==> config.mk <==
export PLATFORM = sky130hd
export DESIGN_NAME = spi_prot_tx
export DESIGN_NICKNAME = d
export VERILOG_FILES = /design/src/rtl/spi_prot_tx_pkg.sv /design/src/rtl/spi_prot_tx_half_timer.sv /design/src/rtl/spi_prot_tx.sv
export SDC_FILE = /design/constraint.sdc
export NUM_CORES = 1
export LEC_CHECK = 0
export CELL_PAD_IN_SITES_DETAIL_PLACEMENT = 1
export CELL_PAD_IN_SITES_GLOBAL_PLACEMENT = 1
export CORE_MARGIN = 2
export CORE_UTILIZATION = 40
export CTS_CLUSTER_DIAMETER = 150
export CTS_CLUSTER_SIZE = 20
export DETAILED_ROUTE_END_ITERATION = 10
export GPL_TIMING_DRIVEN = 0
export PLACE_DENSITY = 0.77
export SLEW_MARGIN = 25
export SYNTH_ARGS = -nofsm -noshare
export SYNTH_HDL_FRONTEND = slang
export SYNTH_SLANG_ARGS = --single-unit
==> constraint.sdc <==
create_clock -name clk -period 2.76 [get_ports clk]
set_clock_uncertainty 0.1 [all_clocks]
set_input_delay 0.414 -clock clk [delete_from_list [all_inputs] [get_ports clk]]
set_output_delay 0.414 -clock clk [all_outputs]
set_load 0.03 [all_outputs]
==> src/rtl/spi_prot_tx_pkg.sv <==
// Shared definitions for the SPI master transmitter.
//   state_t      : FSM state encoding (legacy-compatible localparam constants)
//   LEN8 / LEN16 : supported frame lengths in bits
//   last_bit()   : index of the final bit for the selected frame length
package spi_prot_tx_pkg;

  typedef logic [2:0] state_t;

  localparam state_t StIdle  = 3'd0;
  localparam state_t StFront = 3'd1;
  localparam state_t StLow   = 3'd2;
  localparam state_t StHigh  = 3'd3;
  localparam state_t StBack  = 3'd4;

  localparam int unsigned LEN8  = 8;
  localparam int unsigned LEN16 = 16;

  // bit_cnt value seen on the final HIGH phase of a frame.
  function automatic logic [4:0] last_bit(input logic len8);
    return len8 ? 5'(LEN8 - 1) : 5'(LEN16 - 1);
  endfunction

endpackage

==> src/rtl/spi_prot_tx_half_timer.sv <==
// SCLK half-period timer.
//   clk_i   : system clock
//   rst_i   : synchronous reset, active-high
//   run_i   : timer counts while high, held at zero otherwise
//   start_i : restart at zero on the next cycle (phase entry)
//   tick_o  : one-cycle pulse on the last cycle of a phase (count SCLK_HALF-1)
module spi_prot_tx_half_timer #(
  parameter int unsigned SCLK_HALF = 16
) (
  input  logic clk_i,
  input  logic rst_i,
  input  logic run_i,
  input  logic start_i,
  output logic tick_o
);

  localparam int unsigned CntW = (SCLK_HALF > 1) ? $clog2(SCLK_HALF) : 1;
  localparam logic [CntW-1:0] TickVal = CntW'(SCLK_HALF - 1);

  logic [CntW-1:0] cnt_q, cnt_d;

  assign tick_o = run_i && (cnt_q == TickVal);

  always_comb begin
    cnt_d = cnt_q + 1'b1;
    if (!run_i || start_i) begin
      cnt_d = '0;
    end
  end

  always_ff @(posedge clk_i) begin
    if (rst_i) begin
      cnt_q <= '0;
    end else begin
      cnt_q <= cnt_d;
    end
  end

endmodule

==> src/rtl/spi_prot_tx.sv <==
// SPI master transmitter: one 8- or 16-bit frame, MSB first, per accepted write.
//   clk, rst          : system clock, synchronous active-high reset
//   wrt               : start a frame (only while busy is low)
//   tx_data[15:0]     : frame data; 8-bit frames send tx_data[7:0]
//   len8              : 1 = 8-bit frame, 0 = 16-bit frame
//   edg               : 1 = receiver samples on SCLK rise, 0 = on SCLK fall
//   SS_n, SCLK, MOSI  : SPI bus outputs, all registered; SCLK idles high
//   busy              : frame in progress
//   done              : one-cycle pulse after the frame ends
// Frame: FRONT, then N x (LOW, HIGH), then BACK; every phase lasts SCLK_HALF cycles.
module spi_prot_tx
  import spi_prot_tx_pkg::*;
#(
  parameter int unsigned SCLK_HALF = 16
) (
  input  logic        clk,
  input  logic        rst,
  input  logic        wrt,
  input  logic [15:0] tx_data,
  input  logic        len8,
  input  logic        edg,
  output logic        SS_n,
  output logic        SCLK,
  output logic        MOSI,
  output logic        busy,
  output logic        done
);

  state_t      state_q, state_d;
  logic [15:0] shreg_q, shreg_d;
  logic [4:0]  bit_cnt_q, bit_cnt_d;
  logic        len8_q, len8_d;
  logic        edg_q, edg_d;
  logic        ss_n_q, ss_n_d;
  logic        sclk_q, sclk_d;
  logic        busy_q, busy_d;
  logic        done_q, done_d;

  logic        tick;
  logic        phase_adv;
  logic        run;
  logic [4:0]  last;
  logic [15:0] shifted;

  assign run     = (state_q != StIdle);
  assign last    = last_bit(len8_q);
  assign shifted = {shreg_q[14:0], 1'b1};

  spi_prot_tx_half_timer #(
    .SCLK_HALF (SCLK_HALF)
  ) u_half_timer (
    .clk_i   (clk),
    .rst_i   (rst),
    .run_i   (run),
    .start_i (phase_adv),
    .tick_o  (tick)
  );

  always_comb begin
    state_d   = state_q;
    shreg_d   = shreg_q;
    bit_cnt_d = bit_cnt_q;
    len8_d    = len8_q;
    edg_d     = edg_q;
    ss_n_d    = ss_n_q;
    sclk_d    = sclk_q;
    busy_d    = busy_q;
    done_d    = 1'b0;
    phase_adv = 1'b0;

    case (state_q)
      StIdle: begin
        if (wrt) begin
          phase_adv = 1'b1;
          state_d   = StFront;
          // 8-bit data sits in the top byte so MOSI is always shreg[15].
          shreg_d   = len8 ? {tx_data[7:0], 8'hFF} : tx_data;
          bit_cnt_d = '0;
          len8_d    = len8;
          edg_d     = edg;
          ss_n_d    = 1'b0;
          sclk_d    = 1'b1;
          busy_d    = 1'b1;
        end
      end
      StFront: begin
        if (tick) begin
          phase_adv = 1'b1;
          state_d   = StLow;
          sclk_d    = 1'b0;
        end
      end
      StLow: begin
        if (tick) begin
          phase_adv = 1'b1;
          state_d   = StHigh;
          sclk_d    = 1'b1;
          // Fall-sampling receiver: advance data on every rise except the last.
          if (!edg_q && (bit_cnt_q != last)) begin
            shreg_d = shifted;
          end
        end
      end
      StHigh: begin
        if (tick) begin
          phase_adv = 1'b1;
          bit_cnt_d = bit_cnt_q + 5'd1;
          if (bit_cnt_q == last) begin
            state_d = StBack;
          end else begin
            state_d = StLow;
            sclk_d  = 1'b0;
            // Rise-sampling receiver: advance data on every fall after the first.
            if (edg_q) begin
              shreg_d = shifted;
            end
          end
        end
      end
      StBack: begin
        if (tick) begin
          phase_adv = 1'b1;
          state_d   = StIdle;
          shreg_d   = '1;
          ss_n_d    = 1'b1;
          busy_d    = 1'b0;
          done_d    = 1'b1;
        end
      end
      default: begin
        state_d = StIdle;
        shreg_d = '1;
        ss_n_d  = 1'b1;
        sclk_d  = 1'b1;
        busy_d  = 1'b0;
      end
    endcase
  end

  always_ff @(posedge clk) begin
    if (rst) begin
      state_q   <= StIdle;
      shreg_q   <= '1;
      bit_cnt_q <= '0;
      len8_q    <= 1'b0;
      edg_q     <= 1'b0;
      ss_n_q    <= 1'b1;
      sclk_q    <= 1'b1;
      busy_q    <= 1'b0;
      done_q    <= 1'b0;
    end else begin
      state_q   <= state_d;
      shreg_q   <= shreg_d;
      bit_cnt_q <= bit_cnt_d;
      len8_q    <= len8_d;
      edg_q     <= edg_d;
      ss_n_q    <= ss_n_d;
      sclk_q    <= sclk_d;
      busy_q    <= busy_d;
      done_q    <= done_d;
    end
  end

  assign SS_n = ss_n_q;
  assign SCLK = sclk_q;
  assign MOSI = shreg_q[15];
  assign busy = busy_q;
  assign done = done_q;

endmodule

==> impl_metrics.csv <==
group,metric,value,unit
clocking,clkTransAtPathRegs,0.07,ns
route,wl_per_cell,17.5,um
setup_path,worstPathArrival,2.41,ns
clocking,htreeDepth,2,
die,num_rows,23,
clocking,cts_buffers,5,
route,vias,1604,
route,via_per_inst,5.88,
timing,hold_viol,0,
synthesis,synth_seq_cells,34,
timing,fin_crit_sh,84.3,%
clocking,cts_resized,0,
timing,tns,0,ns
synthesis,synth_cells,192,
final_layout,area_growth,22.2,%
grt,antenna_found_initial,0,
placement,portBuffers,23,
run,drv_cap,0,
final_layout,nNetsFinal,245,
clocking,cts_tree,"done",
grt,grt_start_max_net_pins,11,
clocking,clkLatencyLatePin,0.29,ns
setup_path,startpoint_type,"flip-flop",
pwr,power_density,513,nW/um^2
synthesis,syn_nets,215,
route,dr.pass1.iters,4,
clocking,postCtsHoldBufs,0,
die,fp.dieW,69.8,um
synthesis,synth-edff-count,0,
synthesis,yosysUniqueCellTypes,41,
route,ant_nets,0,
final_layout,nFillCells,481,
final_layout,register_area,681,um^2
route,drt_iter0_markers,53,
clocking,cts_buffer_depth,2,
placement,hpwlAfterDp,3.57,mm
synthesis,avgSynthCellArea,9.01,um^2
synthesis,dominantRegCellSynth,"dfxtp_1",
outcome,outcome,"finished, final reports clean",
die,start_util,42.3,%
clocking,clock_sink_count,34,
grt,grt_pass1_wl,7.98,mm
timing,fmax,430,MHz
grt,grt_pass1_vias,1647,
die,dieArea,4870,um^2
placement,placedCellCount,265,
synthesis,yosys_warnings,0,
timing,worstMarginPinSlew,0.565,ns
final_layout,drive_above_1_share,12.6,%
route,drc,0,
setup_path,cp_max_fo,10,
setup_path,critPathRequiredTime,2.84,ns
final_layout,diodes,0,
setup_path,end_kind,"flip-flop",
timing,maxSlewHeadroom,62.3,%
clocking,post_cts_buffers,0,
final_layout,multiInputGateArea,923,um^2
die,coreArea,4090,um^2
setup_path,critPathKind,"flip-flop to flip-flop",
clocking,clock-root-buffer,"clkbuf_8",
synthesis,ys_seq_area_share,39.3,%
die,die_h,69.8,um
pwr,leakage,0.748,nW
hold_path,min_path_type,"flip-flop to flip-flop",
placement,place.gp.congestion,0.774,
route,wirelength,4.78,mm
synthesis,async_reset_ff_share,0,%
pwr,ir_worst_vdd,0.000304,V
timing,setup-violations-final,0,
timing,rsz0062_at_grt,"false",
final_layout,instances_no_fill,273,
grt,grt_use_total,20.4,%
synthesis,syn_area,1730,um^2
grt,grt.overflow.total,0,
timing,period_minus_slack,2.33,ns
die,num_io_pins,26,
timing,finalMaxSlewViolations,0,
per-stage QoR:
step | setup slack [ns] | utilization [%] | power [mW] | instance area [um^2] | hold slack (ns)
after detailed placement | 0.173 | 49.5 | 0.711 | 2020 | 0.339
after CTS | 0.437 | 51.7 | 1.10 | 2110 | 0.351
after global routing | 0.306 | 51.7 | 1.14 | 2110 | 0.379
final | 0.434 | 51.7 | 1.08 | 2110 | 0.343
after floorplan | 0.619 | - | 0.643 | 1730 | 0.318
after global placement | 0.212 | 49.5 | 0.700 | 2020 | 0.327
synth_stat cells (2+ instances only):
library cell / number / area (um^2)
a2111oi_0: 2 / 17.5
a211o_1: 16 / 140
a21oi_1: 7 / 35.0
buf_1: 2 / 7.51
buf_2: 2 / 10.0
buf_6: 5 / 56.3
clkbuf_1: 7 / 26.3
dfxtp_1: 34 / 681
ha_1: 2 / 25.0
inv_1: 3 / 11.3
mux2_2: 8 / 90.1
nand2_1: 8 / 30.0
nand2b_1: 7 / 43.8
nand3_1: 8 / 40.0
nor2_1: 12 / 45.0
nor2b_1: 2 / 12.5
nor3_1: 18 / 90.1
nor3b_1: 2 / 15.0
nor4b_1: 2 / 17.5
o21ai_0: 5 / 25.0
o22ai_1: 16 / 100
xnor2_1: 5 / 43.8
critical path, cell delays in order (launching register included):
cell,delay [ns]
dfxtp_1,0.35
ha_1,0.21
and3_1,0.19
buf_6,0.12
a21oi_2,0.04
a221o_1,0.37
or2_1,0.27
buf_6,0.14
buf_8,0.13
a211o_1,0.29
worst paths after layout:
path	startpoint	to	slack, ns	cells past startpoint
worst max register to register	u_half_timer.cnt_q[0]$_SDFF_PP0_	shreg_q[11]$_SDFFE_PP1P_	0.43	9
worst min register to register	u_half_timer.cnt_q[0]$_SDFF_PP0_	u_half_timer.cnt_q[0]$_SDFF_PP0_	0.34	1
worst max-delay path	u_half_timer.cnt_q[0]$_SDFF_PP0_	shreg_q[11]$_SDFFE_PP1P_	0.43	9
worst min-delay path	u_half_timer.cnt_q[0]$_SDFF_PP0_	u_half_timer.cnt_q[0]$_SDFF_PP0_	0.34	1
metal layers:
layer	global-route usage [%]	part of all wire, %	vias to the layer above
li1	-	-	770
met1	25.8	46	795
met2	33.2	49	29
met3	5.23	3.6	10
met4	7.91	1.7	0
met5	0	0	-
registers in the layout (all words and copies together), names as in the netlist:
register            count
u_half_timer.cnt_q      4
bit_cnt_q               5
busy                    1
edg_q                   1
state_q                 3
shreg_q                16
done                    1
SS_n                    1
len8_q                  1
SCLK                    1
final cells by class:
type                            count  area share [%]
Multi-Input combinational cell    138            43.7
Sequential cell                    34            32.2
Timing Repair Buffer               23            10.9
Buffer                             17            5.44
Clock buffer                        7            4.08
Tap cell                           50            2.96
Inverter                            3           0.533
Clock inverter                      1           0.237
where the power goes:
| part | leakage (nW) | internal [mW] | switching, mW |
|---|---|---|---|
| logic | 0.421 | 0.0848 | 0.0846 |
| registers | 0.279 | 0.516 | 0.0153 |
| clock network | 0.0482 | 0.201 | 0.183 |
| total | 0.748 | 0.802 | 0.283 |
cell usage in the layout (no fill, tap or decap), drive strengths merged, types with 7 or more instances in the layout:
cell / count
o22ai: 16
nor2: 12
nand3: 8
buf: 10
dfxtp: 34
mux2: 8
a21oi: 9
nor3: 18
clkbuf: 14
clkdlybuf4s50: 23
nand2b: 7
nand2: 8
a211o: 16
cells by family after synthesis:
logic type / Yosys count / share of synthesized area, %
adder cells (fa/ha/maj): 2 / 1.45
XOR/XNOR: 6 / 3.04
AND/OR/NAND/NOR: 68 / 21.0
multiplexers: 9 / 5.78
buffers and inverters: 20 / 7.30
flip-flops: 34 / 39.3
AO/OA/AOI/OAI: 53 / 22.1
(Power assumes the default switching activity.)
